**config.mk**
```make
export PLATFORM = sky130hd
export DESIGN_NAME = prefix_node_core
export DESIGN_NICKNAME = d
export VERILOG_FILES = /design/src/rtl/prefix_node_core.sv
export SDC_FILE = /design/constraint.sdc
export NUM_CORES = 1
export LEC_CHECK = 0
export ABC_CLOCK_PERIOD_IN_PS = 2400
export BUFFER_PORTS_ARGS = -buffer_cell sky130_fd_sc_hd__buf_2
export CORE_AREA = 2 2 39 41
export DETAILED_ROUTE_END_ITERATION = 12
export DIE_AREA = 0 0 41 43
export SLEW_MARGIN = 15
export SYNTH_ARGS = -nofsm -noshare
export SYNTH_HDL_FRONTEND = slang
export SYNTH_SLANG_ARGS = --single-unit
```
**constraint.sdc**
```tcl
create_clock -name clk -period 2.4 [get_ports clk]
set_input_delay 0.48 -clock clk [delete_from_list [all_inputs] [get_ports clk]]
set_output_delay 0.48 -clock clk [all_outputs]
set_load 0.02 [all_outputs]
```
**src/rtl/prefix_node_core.sv**
```systemverilog
`default_nettype none
// ============================================================================
// Module      : prefix_node_core
// Description : WIDTH-lane parallel-prefix generate/propagate combine node,
//               registered behind a single-entry valid/ready stage so prefix
//               levels chain into a pipelined adder tree.
//               Optional macro PREFIX_NODE_COMB_OUT_EN adds zero-latency
//               combinational outputs gen_comb/prop_comb.
// Revision    : 1.0 - initial release
// ============================================================================
module prefix_node_core #(
    parameter int WIDTH = 1
) (
    input  logic             clk,
    input  logic             rst_n,
    input  logic             in_valid,
    output logic             in_ready,
    input  logic [WIDTH-1:0] gen_high,
    input  logic [WIDTH-1:0] gen_low,
    input  logic [WIDTH-1:0] prop_high,
    input  logic [WIDTH-1:0] prop_low,
    output logic             out_valid,
    input  logic             out_ready,
    output logic [WIDTH-1:0] gen_out,
    output logic [WIDTH-1:0] prop_out
`ifdef PREFIX_NODE_COMB_OUT_EN
    ,
    output logic [WIDTH-1:0] gen_comb,
    output logic [WIDTH-1:0] prop_comb
`endif
);

    logic [WIDTH-1:0] gen_next;
    logic [WIDTH-1:0] prop_next;
    logic             accept;

    logic             valid_q;
    logic             valid_d;
    logic [WIDTH-1:0] gen_q;
    logic [WIDTH-1:0] gen_d;
    logic [WIDTH-1:0] prop_q;
    logic [WIDTH-1:0] prop_d;

    // Per-lane group combine; lanes are fully independent.
    always_comb begin
        gen_next  = gen_high | (prop_high & gen_low);
        prop_next = prop_high & prop_low;
    end

    // Stage can take a new set when empty or when its result leaves this cycle.
    always_comb begin
        in_ready = ~valid_q | out_ready;
        accept   = in_valid & in_ready;
    end

    // Next-state: load on accept, clear valid on a plain drain, else hold.
    // Data registers only move on accept so they never toggle after a drain.
    always_comb begin
        valid_d = valid_q;
        gen_d   = gen_q;
        prop_d  = prop_q;
        if (accept) begin
            valid_d = 1'b1;
            gen_d   = gen_next;
            prop_d  = prop_next;
        end else if (out_ready) begin
            valid_d = 1'b0;
        end
    end

    // Result register with asynchronous active-low reset.
    always_ff @(posedge clk or negedge rst_n) begin
        if (!rst_n) begin
            valid_q <= 1'b0;
            gen_q   <= '0;
            prop_q  <= '0;
        end else begin
            valid_q <= valid_d;
            gen_q   <= gen_d;
            prop_q  <= prop_d;
        end
    end

    assign out_valid = valid_q;
    assign gen_out   = gen_q;
    assign prop_out  = prop_q;

`ifdef PREFIX_NODE_COMB_OUT_EN
    // Zero-latency taps for the final prefix level or unpipelined use.
    assign gen_comb  = gen_next;
    assign prop_comb = prop_next;
`endif

endmodule
`default_nettype wire

```
# [Yosys cells after proc, flatten, opt, wreduce, memory -nomap -nowiden]
# Cells that the tools add are included.
[word_totals] register_bits=3 in_bits=8 out_inout_bits=4 wordCells=12
[op_classes] mux=2 bitwise=6 reduce_logical=1
[op_table] operator="AND 1 bit" n=3
[op_table] operator="two-way mux 1 bit" n=2
[op_table] operator="bitwise OR 1 bit" n=2
[op_table] operator="nonzero test 2 bit" n=1
[op_table] operator="inverter 1 bit" n=1

# [Logic depth before layout (Yosys ltp)]
[depth] depth_word=4 depth_mapped=3 depth_no_buf=3

# [Worst setup path before layout]
# OpenSTA, ideal clock, no wires.
[synth_path] path_type="input-to-output" startpoint="input out_ready" endpoint="output in_ready" arrival_time_ns=0.648 required_time_ns=1.920 setup_slack_ns=1.272 path_stages=1 path_buffers=0 path_cell_list="nand2b_4"
[synth_between] elab_chain_cells=1
[synth_lines] element="from (decl)" line_no="23" source="input logic out_ready,"
[synth_lines] element="bitwise OR 1 bit" line_no="52" source="in_ready = ~valid_q | out_ready;"
[synth_lines] element="to (decl)" line_no="17" source="output logic in_ready,"
# No other way between the ends.

# [Final worst setup path]
# Ends and elaborated chain as after synthesis.

==> flow_metrics.env <==
export IMPL_final_instance_count_excl_fill=41
export IMPL_seq_power_share_pct=32.3
export IMPL_core_um2=1380
export IMPL_fmax_mhz=722
export IMPL_report_final_slew_viol_count=0
export IMPL_num_vias=137
export IMPL_first_iter_violations=4
export IMPL_final_hold_viol_count=0
export IMPL_critical_path_top_cell_by_count="sky130_fd_sc_hd__buf_2"
export IMPL_gp_routability_congestion=0.548
export IMPL_totalWireLength_um=391
export IMPL_post_cts_buffers=0
export IMPL_ant_diodes=0
export IMPL_worstSetupEndpointType="output port"
export IMPL_worstRegToRegCells=3
export IMPL_placed_cells_incl_taps=37
export IMPL_worst_ep_arrival_time_ns=0.90
export IMPL_hold_path_class="input pin to async pin"
export IMPL_timing_rr_end="prop_out"
export IMPL_top_level_ports=12
export IMPL_report_power_total_w=0.000182
export IMPL_routedWlPerCell_um=9.54
export IMPL_initial_utilization_pct=9.58
export IMPL_worst_pin_slew_ns=0.124
export IMPL_final_antenna_net_count=0
export IMPL_port_buf_inserts=11
export IMPL_clkLatencyLatePin_ns=0.23
export IMPL_crit_buf_inv=2
export IMPL_combPwrFrac_pct=18.3
export IMPL_cts_root_buffer="sky130_fd_sc_hd__clkbuf_4"
export IMPL_max_cap_viol_count=0
export IMPL_setup_repair_after_global_routing_missed_its_margin="false"
export IMPL_final_fill_count=163
export IMPL_critical_path_max_stage_delay_ns=0.16
export IMPL_remaining_drc_errors=0
export IMPL_cts_inserted_buffers=3
export IMPL_peakVddDrop_mv=0.112
export IMPL_synth_lib_cells_used_distinct=7
export IMPL_fin_tns_setup_ns=0
export IMPL_ctsResizeCount=0
export IMPL_synth_net_count=18
export IMPL_cts_max_path_buffers=2
export IMPL_power_per_cell_area_nw_per_um2=776
export IMPL_postSynthRegisterBits=3
export IMPL_clock_power_share_pct=49.4
export IMPL_finalSetupViolCount=0
export IMPL_cts_sinks=3
export IMPL_clock_tree_htree_level_count=1
export IMPL_crit_path_top_delay_cell="sky130_fd_sc_hd__nand2b_4"
export IMPL_floorplan_die_width_um=41
export IMPL_finalCriticalPeriod_ns=1.38
export IMPL_ys_warnings_count=0
export IMPL_setup_reg_to_reg_worst_slack_ns=1.54
export IMPL_largest_net_degree_at_the_start_of_global_routing=7
export IMPL_die_height_um=43
export IMPL_critPathLaunchType="input pin"
export IMPL_drt_pass1_iterations=2
export IMPL_gr_usage_all_layers_pct=5.92
export IMPL_syn_cell_area_um2=133
export IMPL_first_global_vias=149
export IMPL_clk_pin_slew_worst_paths_ns=0.04
export IMPL_mean_instance_size_in_the_synthesized_netlist_um2=13.3
export IMPL_detail_route_vias_per_cell=3.34
export IMPL_cts_tree="yes"
export IMPL_synth_seq_area_share_pct=56.6
export IMPL_critical_path_required_ns=1.92
export IMPL_worstPathCellList="buf_2, nand2b_4, buf_2"
export IMPL_final_net_count=34
export IMPL_syn_inst=10
export IMPL_syn2layout_area_growth_pct=76.4
export IMPL_worst_clock_skew_ns=0.00415
export IMPL_internal_power_w=0.000133
export IMPL_static_leakage_power_nw=0.120
export IMPL_timing_final_crit_share_pct=57.7
export IMPL_status="finished clean"
export IMPL_number_of_antenna_violations_at_the_first_check_in_global_routing=0
export IMPL_placement_row_count=14
export IMPL_switching_portion_of_total_power_pct=26.8
export IMPL_timing_rr_start="out_valid"
export IMPL_wire_length_of_the_first_global_routing_pass_um=565
export IMPL_overflow=0
export IMPL_critical_path_top_delay_family="buffers and inverters"
export IMPL_critPathMaxFanout=6
export IMPL_drive_gt1_share_pct=64.0
export IMPL_max_slew_margin_rel_pct=91.7
export IMPL_die_area_um2=1760
export IMPL_timing_worst_setup_path_type="input pin to output port"
export IMPL_cts_hold_repair_buffers=0
export IMPL_p_sw_w=0.0000486
placed cells by master, fill, tap and decap left out, drive strengths merged:
cell type and count:
dfrtp 3, buf 11, nand2b 2, clkbuf 4, a21oi 2, a41o 1, a21boi 1, a31oi 1
routing by layer:
| layer | global-route usage [%] | wire, µm | vias to the layer above |
|---|---|---|---|
| met2 | 4.69 | 132 | 12 |
| li1 | - | - | 68 |
| met5 | 0 | 0 | - |
| met4 | 8.00 | 0 | 0 |
| met3 | 4.71 | 75 | 0 |
| met1 | 7.40 | 183 | 57 |
metrics by stage:
step                      cell area [µm²]  setup slack, ns  util (%)  hold slack [ns]
after floorplan                       133             1.27         -            0.184
after global placement                208             1.01      15.0            0.280
after detailed placement              208             1.02      15.0            0.282
after CTS                             234             1.01      16.9           0.0264
after global routing                  234            0.974      16.9           0.0307
final                                 234             1.02      16.9           0.0347
cells in the mapped netlist:
library cell | instances | area (µm²)
sky130_fd_sc_hd__a41o_1 | 1 | 10.0
sky130_fd_sc_hd__a21oi_1 | 2 | 10.0
sky130_fd_sc_hd__a21boi_2 | 1 | 11.3
sky130_fd_sc_hd__a31oi_1 | 1 | 6.26
sky130_fd_sc_hd__nand2b_4 | 1 | 13.8
sky130_fd_sc_hd__dfrtp_1 | 3 | 75.1
sky130_fd_sc_hd__nand2b_1 | 1 | 6.26
worst max-delay path by stage:
stage          startpoint       end  slack [ns]  depth (start not counted)
2_1_floorplan   out_ready  in_ready        1.27                          1
3_3_place_gp    out_ready  in_ready        1.01                          3
3_5_place_dp    out_ready  in_ready        1.02                          3
4_1_cts         out_valid  in_ready        1.01                          2
5_1_grt         out_valid  in_ready        0.97                          2
6_report        out_ready  in_ready        1.02                          3
power groups by stage:
stage / Sequential, W / Combinational (W) / Clock, W
finish: 0.0000587 / 0.0000332 / 0.0000898
global route: 0.0000594 / 0.0000367 / 0.0000982
CTS: 0.0000587 / 0.0000337 / 0.0000958
detailed placement: 0.0000594 / 0.0000336 / 0
global placement: 0.0000596 / 0.0000330 / 0
floorplan: 0.0000663 / 0.0000111 / 0
cells by family after synthesis:
group	after synthesis	synth area share [%]
compound gates	5	28.3
flops	3	56.6
simple gates	2	15.1
state kept, by name, summed over array words and instances (netlist names):
| signal | cells |
|---|---|
| prop_out | 1 |
| out_valid | 1 |
| gen_out | 1 |
cell type report:
cell class	instances	area, µm²	area share, %
Clock buffer	4	26.3	11.2
Timing Repair Buffer	11	55.1	23.5
Sequential cell	3	75.1	32.1
Multi-Input combinational cell	7	57.6	24.6
Tap cell	16	20.0	8.56
Power figures use the tool's default switching activity.
